**config.mk**
```make
export PLATFORM = sky130hd
export DESIGN_NAME = rr_mux_arb
export DESIGN_NICKNAME = d
export VERILOG_FILES = /design/src/rtl/rr_mux_arb.sv
export SDC_FILE = /design/constraint.sdc
export NUM_CORES = 1
export LEC_CHECK = 0
export CAP_MARGIN = 20
export CORE_ASPECT_RATIO = 1.75
export CORE_MARGIN = 10
export CORE_UTILIZATION = 40
export DETAILED_ROUTE_END_ITERATION = 10
export GPL_TIMING_DRIVEN = 0
export PLACE_DENSITY = 0.8
export SYNTH_ARGS = -nofsm -noshare
export SYNTH_HDL_FRONTEND = slang
export SYNTH_SLANG_ARGS = --single-unit
export TNS_END_PERCENT = 5
```
**constraint.sdc**
```tcl
create_clock -name clk -period 3.2 [get_ports clk]
set_input_delay 0.8 -clock clk [delete_from_list [all_inputs] [get_ports clk]]
set_output_delay 0.8 -clock clk [all_outputs]
set_load 0.01 [all_outputs]
```
**src/rtl/rr_mux_arb.sv**
```systemverilog
// N:1 registered multiplexer with per-channel valid/ready handshake and a
// round-robin / fixed-priority arbiter; the output register also records the source index.
module rr_mux_arb #(
    parameter int unsigned N  = 4,
    parameter int unsigned W  = 8,
    parameter int unsigned SW = $clog2(N)
) (
    input  logic           clk,
    input  logic           rst_n,
    input  logic           mode,
    input  logic [N-1:0]   in_valid,
    input  logic [N*W-1:0] in_data,
    output logic [N-1:0]   in_ready,
    output logic           out_valid,
    output logic [W-1:0]   out_data,
    output logic [SW-1:0]  out_sel,
    input  logic           out_ready
);

    logic [SW-1:0] rr_ptr_q, rr_ptr_d;
    logic          valid_q, valid_d;
    logic [W-1:0]  data_q, data_d;
    logic [SW-1:0] sel_q, sel_d;

    logic [N-1:0]  grant;
    logic [SW-1:0] grant_idx;
    logic          grant_any;
    logic [SW:0]   sum;
    logic [SW-1:0] cand;
    logic          load_en;
    logic          in_xfer;
    logic [W-1:0]  ch_data [N];

    always_comb begin
        for (int unsigned i = 0; i < N; i++) begin
            ch_data[i] = in_data[i*W +: W];
        end
    end

    // Candidate k is rr_ptr+k mod N in round-robin mode, plain k in fixed-priority mode.
    always_comb begin
        grant     = '0;
        grant_idx = '0;
        grant_any = 1'b0;
        sum       = '0;
        cand      = '0;
        for (int unsigned k = 0; k < N; k++) begin
            sum = {1'b0, rr_ptr_q} + (SW+1)'(k);
            if (sum >= (SW+1)'(N)) begin
                sum = sum - (SW+1)'(N);
            end
            cand = mode ? SW'(k) : sum[SW-1:0];
            if (!grant_any && in_valid[cand]) begin
                grant_any = 1'b1;
                grant_idx = cand;
            end
        end
        if (grant_any) begin
            grant[grant_idx] = 1'b1;
        end
    end

    assign load_en  = !valid_q || out_ready;
    assign in_xfer  = grant_any && load_en;
    // Reset gates in_ready so producers never see an accept while the block is held.
    assign in_ready = (rst_n && load_en) ? grant : '0;

    always_comb begin
        valid_d  = valid_q;
        data_d   = data_q;
        sel_d    = sel_q;
        rr_ptr_d = rr_ptr_q;
        if (in_xfer) begin
            valid_d = 1'b1;
            data_d  = ch_data[grant_idx];
            sel_d   = grant_idx;
            if (!mode) begin
                rr_ptr_d = (grant_idx == SW'(N-1)) ? '0 : grant_idx + SW'(1);
            end
        end else if (valid_q && out_ready) begin
            valid_d = 1'b0;
        end
    end

    always_ff @(posedge clk or negedge rst_n) begin
        if (!rst_n) begin
            valid_q  <= 1'b0;
            data_q   <= '0;
            sel_q    <= '0;
            rr_ptr_q <= '0;
        end else begin
            valid_q  <= valid_d;
            data_q   <= data_d;
            sel_q    <= sel_d;
            rr_ptr_q <= rr_ptr_d;
        end
    end

    assign out_valid = valid_q;
    assign out_data  = data_q;
    assign out_sel   = sel_q;

endmodule

```
==> impl_metrics.json <==
{
  "wirelength_um": 3650,
  "antenna_found_initial": 0,
  "tritoncts": "done",
  "overflow": 0,
  "dp.final_hpwl_um": 2980,
  "crit_path_end_kind": "output port",
  "clockRootBuffer": "clkbuf_8",
  "setup_viol_count_final": 0,
  "arrival_ns": 2.34,
  "use_met3_pct": 7.25,
  "grt_max_degree": 16,
  "drc": 0,
  "ir_drop_mv": 0.375,
  "yosysUniqueCellTypes": 36,
  "dp_slack_ns": -0.765,
  "grt.total_usage_pct": 14.3,
  "final_common_cell": "clkdlybuf4s50_1",
  "crit_path_start_kind": "input pin",
  "initial_core_util_pct": 41.2,
  "syn_area_um2": 1090,
  "multiInputGateArea_um2": 709,
  "critPathRequiredTime_ns": 2.40,
  "rows": 25,
  "syn_inst": 108,
  "grt_pass1_vias": 1300,
  "hp-start": "out_sel[1]",
  "clk_pin_slew_worst_paths_ns": 0.05,
  "slew_violations": 0,
  "drive_above_1_share_pct": 24.6,
  "r2r-start": "rr_ptr_q[0]",
  "busiest_layer": "met2",
  "antenna_left": 0,
  "dieHeight_um": 89.2,
  "clock_latency_ns": 0.25,
  "grtUsageMet1_pct": 12.6,
  "rsz0062_at_grt": "true",
  "hold_ws_ns": 0.489,
  "p_per_area_nw_per_um2": 630,
  "timing.final.hold_violations": 0,
  "core-area_um2": 2660,
  "diodes": 0,
  "p_leak_uw": 0.000709,
  "ys_seq_area_share_pct": 29.7,
  "maxSlewHeadroom_pct": 54.7,
  "via_per_inst": 5.70,
  "syn_nets": 149,
  "worst_slew_pin_slew_ns": 0.679,
  "dr.pass1.iters": 3,
  "place_inst": 187,
  "drv_cap": 0,
  "grt_pass1_wl_um": 5970,
  "finalCriticalPeriod_ns": 3.14,
  "dieWidth_um": 59.5,
  "gp_congestion": 0.804,
  "numCtsBuffers": 3,
  "io_buffers": 52,
  "final_cell_mix": "44 x clkdlybuf4s50_1, 17 x mux2i_1, 15 x nand2_1",
  "critPathMaxFanout": 5,
  "dieArea_um2": 5310,
  "htree_levels": 1,
  "regArea_um2": 325,
  "drt_iter0_drc": 8,
  "wire_per_inst_um": 18.8,
  "status": "completed",
  "p_total_uw": 1090,
  "fin_nets": 209,
  "use_met2_pct": 26.0,
  "synth_area_per_cell_um2": 10.1,
  "synth_seq_cells": 13,
  "critPathLaunch": "in_valid[1]",
  "nFillCells": 215,
  "cts.sink_count": 13,
  "setup_ws_ns": 0.0557,
  "fmax_mhz": 318,
  "vias": 1106,
  "timing.final.crit_share_pct": 98.3,
  "ioPinCount": 55,
  "crit_type": "in2out",
  "clock_path_buffers": 2,
  "instances_no_fill": 194,
  "hp-class": "reg2reg",
  "skew_ns": 0.00653,
  "holdBufCountCts": 0,
  "syn_to_final_growth_pct": 57.7,
  "synth_warnings": 0
}
-- cell families after synthesis --
| logic type | count (synthesis) | share of synthesized area, % |
|---|---|---|
| AO/OA/AOI/OAI | 26 | 24.3 |
| adder cells (fa/ha/maj) | 1 | 1.14 |
| buffers and inverters | 10 | 7.31 |
| flip-flops | 13 | 29.7 |
| multiplexers | 19 | 17.6 |
| AND/OR/NAND/NOR | 39 | 19.9 |
-- sequential cells by signal (all words and copies together), names as in the netlist --
register	flops
out_sel	2
out_valid	1
out_data	8
rr_ptr_q	2
-- timing repair --
item / CTS / global route
pin swaps: 4 / 0
gates resized for setup: 23 / 11
buffers inserted: 2 / 0
cloned: 1 / 0
endpoints found under the setup margin: 4 / 4
-- path summary, 6_finish.rpt --
path	end	slack, ns	depth (start not counted)
worst max-delay path	in_ready[3]	0.06	8
max in group asynchronous	out_valid	2.07	1
worst min register to register	out_sel[1]	0.49	2
min in group asynchronous	rr_ptr_q[1]	0.69	1
worst min-delay path	out_sel[1]	0.49	2
worst max register to register	out_data[2]	1.09	9
-- synth_stat cells --
master / number / area share, %
a21boi_0: 1 / 0.69
a21oi_1: 3 / 1.4
a311o_1: 1 / 0.91
and3_1: 1 / 0.57
buf_12: 1 / 1.8
buf_2: 3 / 1.4
buf_4: 2 / 1.4
buf_6: 2 / 2.1
clkbuf_1: 1 / 0.34
dfrtp_1: 13 / 30
ha_1: 1 / 1.1
inv_1: 1 / 0.34
mux2_2: 2 / 2.1
mux2i_1: 17 / 16
nand2_1: 15 / 5.1
nand2_4: 1 / 1.0
nand2b_1: 6 / 3.4
nand2b_4: 1 / 1.3
nand3b_1: 1 / 0.69
nand4b_1: 1 / 0.80
nor2_1: 4 / 1.4
nor2b_1: 1 / 0.57
nor3_1: 3 / 1.4
nor3b_1: 3 / 2.1
nor4_1: 1 / 0.57
o2111ai_2: 1 / 1.4
o21ai_0: 2 / 0.91
o21ai_1: 4 / 1.8
o21ai_4: 1 / 1.5
o21ba_4: 1 / 1.5
o21bai_1: 1 / 0.69
o221ai_2: 8 / 11
o32ai_1: 1 / 0.80
o41a_1: 1 / 1.0
o41ai_1: 1 / 0.80
or2b_4: 1 / 1.0
-- metal layers --
metal	share of wire (%)	wire length, um	up-vias
met3	11	386	9
li1	-	-	516
met2	54	1980	48
met4	2.0	73	0
met5	0	0	-
met1	33	1210	533
-- worst max-delay path: stages --
cell	delay [ns]
clkdlybuf4s15_2	0.23
nand2b_1	0.14
a21oi_2	0.09
o41a_1	0.42
o21ai_4	0.18
ha_2	0.19
and3_1	0.15
buf_2	0.13
-- cell type report --
class / count / area share [%]
inverters: 1 / 0.217
flip-flops and latches: 13 / 18.8
plain buffers: 9 / 5.00
repair buffers: 55 / 30.3
well taps: 27 / 1.96
clock buffers: 4 / 2.61
multi-input cells: 85 / 41.1
-- power breakdown --
group	total [uW]	internal [uW]	leakage (uW)	switching [uW]
registers	266	229	0.000157	36.8
logic	669	356	0.000530	313
clock network	152	88.3	0.0000228	64.1
total	1090	673	0.000709	414
-- metrics by stage --
stage	setup TNS (ns)	area, um^2	util, %
floorplan	0	1090	-
global placement	-2.48	1650	62.0
detailed placement	-2.64	1650	62.0
CTS	0	1730	64.9
global route	-0.0702	1730	64.9
finish	0	1730	64.9
Note: power is estimated with default switching activity, not from simulation.
